**config.mk**
```make
export PLATFORM = sky130hd
export DESIGN_NAME = bit_serializer
export DESIGN_NICKNAME = d
export VERILOG_FILES = /design/src/rtl/ser_pkg.sv /design/src/rtl/ser_hold_buf.sv /design/src/rtl/bit_serializer.sv
export SDC_FILE = /design/constraint.sdc
export NUM_CORES = 1
export LEC_CHECK = 0
export BUFFER_PORTS_ARGS = -buffer_cell sky130_fd_sc_hd__buf_2
export CAP_MARGIN = 20
export CORE_MARGIN = 4
export CORE_UTILIZATION = 40
export DETAILED_ROUTE_END_ITERATION = 7
export SYNTH_ARGS = -nofsm -noshare
export SYNTH_HDL_FRONTEND = slang
export SYNTH_SLANG_ARGS = --single-unit
```
**constraint.sdc**
```tcl
create_clock -name clk -period 3.7 [get_ports clk]
set_clock_uncertainty 0.2 [all_clocks]
set_input_delay 0.37 -clock clk [delete_from_list [all_inputs] [get_ports clk]]
set_output_delay 0.37 -clock clk [all_outputs]
set_load 0.01 [all_outputs]
```
**src/rtl/ser_pkg.sv**
```systemverilog
// ser_pkg: shared FSM state type and counter-width helper for bit_serializer.
package ser_pkg;
    typedef enum logic {SER_IDLE, SER_SHIFT} ser_state_t;
    function automatic int ser_cnt_w(input int frame);
        return $clog2(frame + 1);
    endfunction
endpackage

```
**src/rtl/ser_hold_buf.sv**
```systemverilog
// ser_hold_buf: one-entry word register with full flag; load fills it, pop empties it.
module ser_hold_buf #(
    parameter int WIDTH = 8
) (
    input  logic             clk,
    input  logic             rst,
    input  logic             load,
    input  logic [WIDTH-1:0] in_data,
    input  logic             pop,
    output logic [WIDTH-1:0] out_data,
    output logic             full
);
    logic [WIDTH-1:0] data_q;
    logic             full_q, full_d;
    assign full_d   = load | (full_q & ~pop);
    assign out_data = data_q;
    assign full     = full_q;
    always_ff @(posedge clk) begin
        full_q <= rst ? 1'b0 : full_d;
    end
    always_ff @(posedge clk) begin
        if (load) data_q <= in_data;
    end
endmodule

```
**src/rtl/bit_serializer.sv**
```systemverilog
// bit_serializer: parallel-to-serial stage with one-entry hold buffer for gapless streaming.
// Define SER_PARITY_EN to append an even-parity bit after the data bits of every frame.
module bit_serializer
    import ser_pkg::*;
#(
    parameter int   WIDTH      = 8,
    parameter int   MSB_FIRST  = 1,
    parameter logic IDLE_LEVEL = 1'b0
) (
    input  logic             clk,
    input  logic             rst,
    input  logic [WIDTH-1:0] in_data,
    input  logic             in_valid,
    output logic             in_ready,
    output logic             ser_bit,
    output logic             ser_valid,
    output logic             ser_last,
    output logic             busy
);
`ifdef SER_PARITY_EN
    localparam int FRAME = WIDTH + 1;
`else
    localparam int FRAME = WIDTH;
`endif
    localparam int CW = ser_cnt_w(FRAME);
    ser_state_t       state_q, state_d;
    logic [FRAME-1:0] sr_q, sr_d, frame_w;
    logic [CW-1:0]    cnt_q, cnt_d;
    logic             bit_q, bit_d, last_q, last_d;
    logic [WIDTH-1:0] hold_data, src, ord;
    logic             hold_full, hold_load, hold_pop, xfer, load;
    assign in_ready  = !hold_full;
    assign xfer      = in_valid && in_ready;
    assign busy      = (state_q == SER_SHIFT) | hold_full;
    assign ser_valid = state_q == SER_SHIFT;
    assign ser_bit   = bit_q;
    assign ser_last  = last_q;
    // A full hold buffer always wins the next shifter load; otherwise the input word is taken.
    assign src = hold_full ? hold_data : in_data;
    always_comb begin
        for (int i = 0; i < WIDTH; i++) ord[i] = (MSB_FIRST != 0) ? src[i] : src[WIDTH-1-i];
    end
`ifdef SER_PARITY_EN
    assign frame_w = {ord, ^src};
`else
    assign frame_w = ord;
`endif
    ser_hold_buf #(.WIDTH(WIDTH)) u_hold (
        .clk     (clk),
        .rst     (rst),
        .load    (hold_load),
        .in_data (in_data),
        .pop     (hold_pop),
        .out_data(hold_data),
        .full    (hold_full)
    );
    always_comb begin
        state_d   = state_q;
        sr_d      = {sr_q[FRAME-2:0], 1'b0};
        cnt_d     = cnt_q + 1'b1;
        hold_load = 1'b0;
        hold_pop  = 1'b0;
        load      = 1'b0;
        if (state_q == SER_IDLE) begin
            load = xfer;
        end else if (last_q) begin
            load     = hold_full | xfer;
            hold_pop = hold_full;
            state_d  = SER_IDLE;
        end else begin
            hold_load = xfer;
        end
        if (load) begin
            sr_d    = frame_w;
            cnt_d   = '0;
            state_d = SER_SHIFT;
        end
        bit_d  = (state_d == SER_SHIFT) ? sr_d[FRAME-1] : IDLE_LEVEL;
        last_d = (state_d == SER_SHIFT) && (cnt_d == CW'(FRAME - 1));
    end
    always_ff @(posedge clk) begin
        if (rst) begin
            state_q <= SER_IDLE;
            sr_q    <= '0;
            cnt_q   <= '0;
            bit_q   <= IDLE_LEVEL;
            last_q  <= 1'b0;
        end else begin
            state_q <= state_d;
            sr_q    <= sr_d;
            cnt_q   <= cnt_d;
            bit_q   <= bit_d;
            last_q  <= last_d;
        end
    end
endmodule

```
[Word-level counts from Yosys, hierarchy flattened]
Cells that the tools add are included.
Storage, ports and cells
  register bits: 23
  bits of input ports: 11
  output and inout bits: 5
Operators by class
  add/sub/neg operators: 1
  equal/unequal tests: 1
  mux-type cells: 12
  bitwise logic cells: 7
  reductions and logical operators: 5
Operators with widths (number)
  $mux 8: 2
  $mux 1: 9
  $add 4x1->4 const B: 1
  $eq 4x3->1 const B: 1
  $mux 4: 1
  $reduce_or 2->1: 2
  $not 1->1: 3
  $or 1x1->1: 3
  $logic_and 1x1->1: 2
  $and 1x1->1: 1
  $logic_not 1->1: 1

[Depth between registers and ports, before layout]
  depth after elaboration: 8
  gate-level depth with buffers: 4
  depth with buffers taken out: 3

[Cells and area by module]
From an unflattened synthesis, not the netlist that was laid out.
Unflattened totals
  cell total of the unflattened synthesis: 80
  area total of the unflattened synthesis: 937.1 µm²
By module, submodules not included
  bit_serializer: instances 1, cells an instance 68, area an instance 658.1 µm², sequential area each 280.3 µm²
  ser_hold_buf: instances 1, cells an instance 12, area an instance 279.0 µm², sequential area each 260.2 µm²

[Worst setup path before layout]
Ideal clock, no wire load.
  path type: register to register
  start point: register u_hold.full_q, in the netlist u_hold.full
  end point: register u_hold.data_q[0], in the netlist u_hold.out_data[0], enable pin
  library setup time: 0.370 ns
  arrival time: 1.123 ns
  data required time: 3.130 ns
  setup slack: 2.006 ns
  stages on the path, launching flop included: 5
  path buffers: 1
  cell sequence: dfxtp_1 -> buf_2 -> inv_1 -> nand2_1 -> nor2_1
On the way
  word-level cells in the longest chain between the ends: 4
Ends and longest elaborated chain
  start, declared: line ser_hold_buf.sv:14  | logic full_q, full_d;
  start signal, assigned: line ser_hold_buf.sv:19  | full_q <= rst ? 1'b0 : full_d;
  $logic_not 1->1: line bit_serializer.sv:32  | assign in_ready = !hold_full;
  named net in_ready: line bit_serializer.sv:14  | output logic in_ready,
  $logic_and 1x1->1: line bit_serializer.sv:33  | assign xfer = in_valid && in_ready;
  $mux 1: line bit_serializer.sv:66  | end else if (last_q) begin
  $mux 1: line bit_serializer.sv:64  | if (state_q == SER_IDLE) begin
  named net hold_load: line bit_serializer.sv:31  | logic hold_full, hold_load, hold_pop, xfer, load;
  end signal, assigned: line ser_hold_buf.sv:22  | if (load) data_q <= in_data;
  end, declared: line ser_hold_buf.sv:13  | logic [WIDTH-1:0] data_q;
The timed path passes the listed nets, and every way through them passes these cells.
A chain may end at the register's enable or synchronous reset.

[Worst setup path after layout]
  start point: register u_hold.full_q, in the netlist u_hold.full
  end point: output port busy
On the way
  word-level cells in the longest chain between the ends: 1
Ends and longest elaborated chain
  $or 1x1->1: line bit_serializer.sv:34  | assign busy = (state_q == SER_SHIFT) | hold_full;
  end, declared: line bit_serializer.sv:18  | output logic busy
No other way between the ends.

==> flow_metrics.tcl <==
set metrics [dict create \
    syn_avg_cell_area_um2 11.9 \
    cts_tree "yes" \
    grt.overflow.total 0 \
    finalSetupTns_ps 0 \
    synthesis.nets 90 \
    period_share 0.533 \
    ys_types 30 \
    worst_slew_pin_slew_ps 743 \
    maxCapViolCount 0 \
    clock_path_buffers 2 \
    min_from "in_data[0]" \
    critPathKind "reg2out" \
    wl_per_cell_um 13.5 \
    first_pass_iters 4 \
    r2r-start "u_hold.full$_SDFF_PP0_" \
    syn_area_um2 925 \
    status "finished, final reports clean" \
    num_io_pins 16 \
    pre_cts_ws_ps 1730 \
    synthFlopType "dfxtp_1" \
    cpMaxStageDelayCell "dfxtp_1" \
    startpoint "u_hold.full$_SDFF_PP0_" \
    diodes 0 \
    dieWidth_um 56.1 \
    critical_path.max_stage_delay_ps 760 \
    relSlewSlack 0.503 \
    max_freq_mhz 507 \
    slew_viol_final 0 \
    cp.arrival_ps 1400 \
    hold_class "in2reg" \
    grtUsageTotal 0.114 \
    drtIter0Drc 8 \
    post_cts_resized 0 \
    cp.buffers_inverters 1 \
    peakVddDrop_v 0.000234 \
    powerDensity_nw_per_um2 435 \
    crit_required_ps 3130 \
    antenna_left 0 \
    p_leak_nw 0.389 \
    grt_max_degree 16 \
    h-tree-depth 1 \
    routabilityCongestion 0.681 \
    antenna_found_initial 0 \
    port_buffers 15 \
    rows 17 \
    hpwlAfterDp_um 1160 \
    finalWirelength_um 1650 \
    layout.nets 107 \
    start_util 0.418 \
    yosysSeqAreaShare 0.585 \
    synth-edff-count 8 \
    clock_sinks 23 \
    holdBufCountCts 0 \
    first_global_vias 607 \
    hold_viol_final 0 \
    crit_chain "or2_2 > buf_2" \
    fin_crit_ps 1970 \
    dr_total_vias 638 \
    clkSlewWorstSetupHoldPaths_ps 120 \
    rsz0062_at_grt "no" \
    cts_buffers 3 \
    postCtsSetupBuffers 0 \
    vias_per_cell 5.23 \
    synth-seq-cells 23 \
    endpoint_kind "primary output" \
    crit_fanout 15 \
    worst_slack_ps 1730 \
    grt_pass1_wl_um 2750 \
    drcViolationCount 0 \
    finalSetupViolCount 0 \
    clkLatencyLatePin_ps 300 \
    yosysTopAreaCell "dfxtp_1" \
    crit_family "flip-flops" \
    ys_warn_count 0 \
    fp.coreArea_um2 2210 \
    cts-root-buf "clkbuf_4" \
    synth_top_area_share 0.325 \
    synth.area.top_cells "dfxtp_1 32%, edfxtp_1 26%, mux2i_1 8.7%, a211oi_1 5.7%, a21oi_1 4.3%" \
    synth_cells 78 \
    die_h_um 56.1 \
    cp-start-kind "register" \
    area_growth_pct 13.4 \
    drive_gt1_frac 0.223 \
    ys_async_sr_fraction 0 \
    dieArea_um2 3140 \
]
-- sequential cells by signal, summed over array words and instances, names as in the netlist --
name / flops
u_hold.full: 1
u_hold.out_data: 8
sr_q: 7
ser_valid: 1
ser_last: 1
ser_bit: 1
cnt_q: 4
-- worst reg2reg max path, delay by kind of cell, from the launching register on --
| kind | cells | cell delay (ps) |
|---|---|---|
| compound gates | 2 | 480 |
| mux | 1 | 390 |
| flops | 1 | 760 |
-- Yosys cell counts, types with 2 or more instances --
| library cell | instances |
|---|---|
| a2111oi_1 | 2 |
| mux2i_1 | 8 |
| a211oi_1 | 7 |
| edfxtp_1 | 8 |
| dfxtp_1 | 15 |
| nor3_1 | 3 |
| nor2_1 | 3 |
| nor3b_1 | 2 |
| a21oi_1 | 8 |
| inv_1 | 2 |
-- power breakdown --
| part | switching (mW) | total, mW | internal [mW] |
|---|---|---|---|
| clock | 0.0699 | 0.112 | 0.0420 |
| combinational | 0.0308 | 0.0560 | 0.0251 |
| sequential | 0.0111 | 0.288 | 0.277 |
-- cell families (layout without fill, tap and decap cells) --
| group | count (synthesis) | count (layout) | synth area share |
|---|---|---|---|
| mux | 9 | 9 | 0.0988 |
| xor+xnor | 2 | 2 | 0.0189 |
| fa+ha+maj | 1 | 1 | 0.0135 |
| simple gates | 18 | 18 | 0.115 |
| compound gates | 20 | 20 | 0.147 |
| flops | 23 | 23 | 0.585 |
| buf+inv | 5 | 21 | 0.0216 |
-- final cells by class --
class,count,area (µm²)
repair buffers,15,75.1
clock buffers,4,26.3
multi-input cells,50,364
flip-flops and latches,23,541
inverters,2,7.51
well taps,28,35.0
fillers,222,1160
-- routing by layer --
layer  GRT usage  part of all wire  vias to the layer above
met1       0.138              0.50                      298
li1            -                 -                      324
met4      0.0712             0.019                        0
met5           0                 0                        -
met3      0.0232             0.036                        4
met2       0.182              0.44                       12
-- placed cells by master, fill, tap and decap left out, types with 2 or more instances in the layout --
cell type / count
inv_1: 2
buf_2: 15
nor2_1: 3
nor3_1: 3
mux2i_1: 8
nor3b_1: 2
a211oi_1: 7
clkbuf_4: 3
edfxtp_1: 8
dfxtp_1: 15
a2111oi_1: 2
a21oi_1: 8
-- path summary, 6_finish.rpt --
check	to	slack, ps	cells after the start
max	busy	1730	2
min	u_hold.out_data[0]$_DFFE_PP_	50	1
max reg2reg	ser_bit$_SDFF_PP0_	1760	3
min reg2reg	ser_bit$_SDFF_PP0_	310	2
-- through the flow --
stage,power [mW],utilization,cell area (µm²),cells,hold slack (ps)
3_5_place_dp,0.351,0.462,1020,118,301
6_report,0.456,0.474,1050,122,51.2
3_3_place_gp,0.349,0.462,1020,118,291
2_1_floorplan,0.330,-,925,78,246
5_1_grt,0.480,0.474,1050,122,36.2
4_1_cts,0.465,0.474,1050,122,37.1
(Power assumes the default switching activity.)
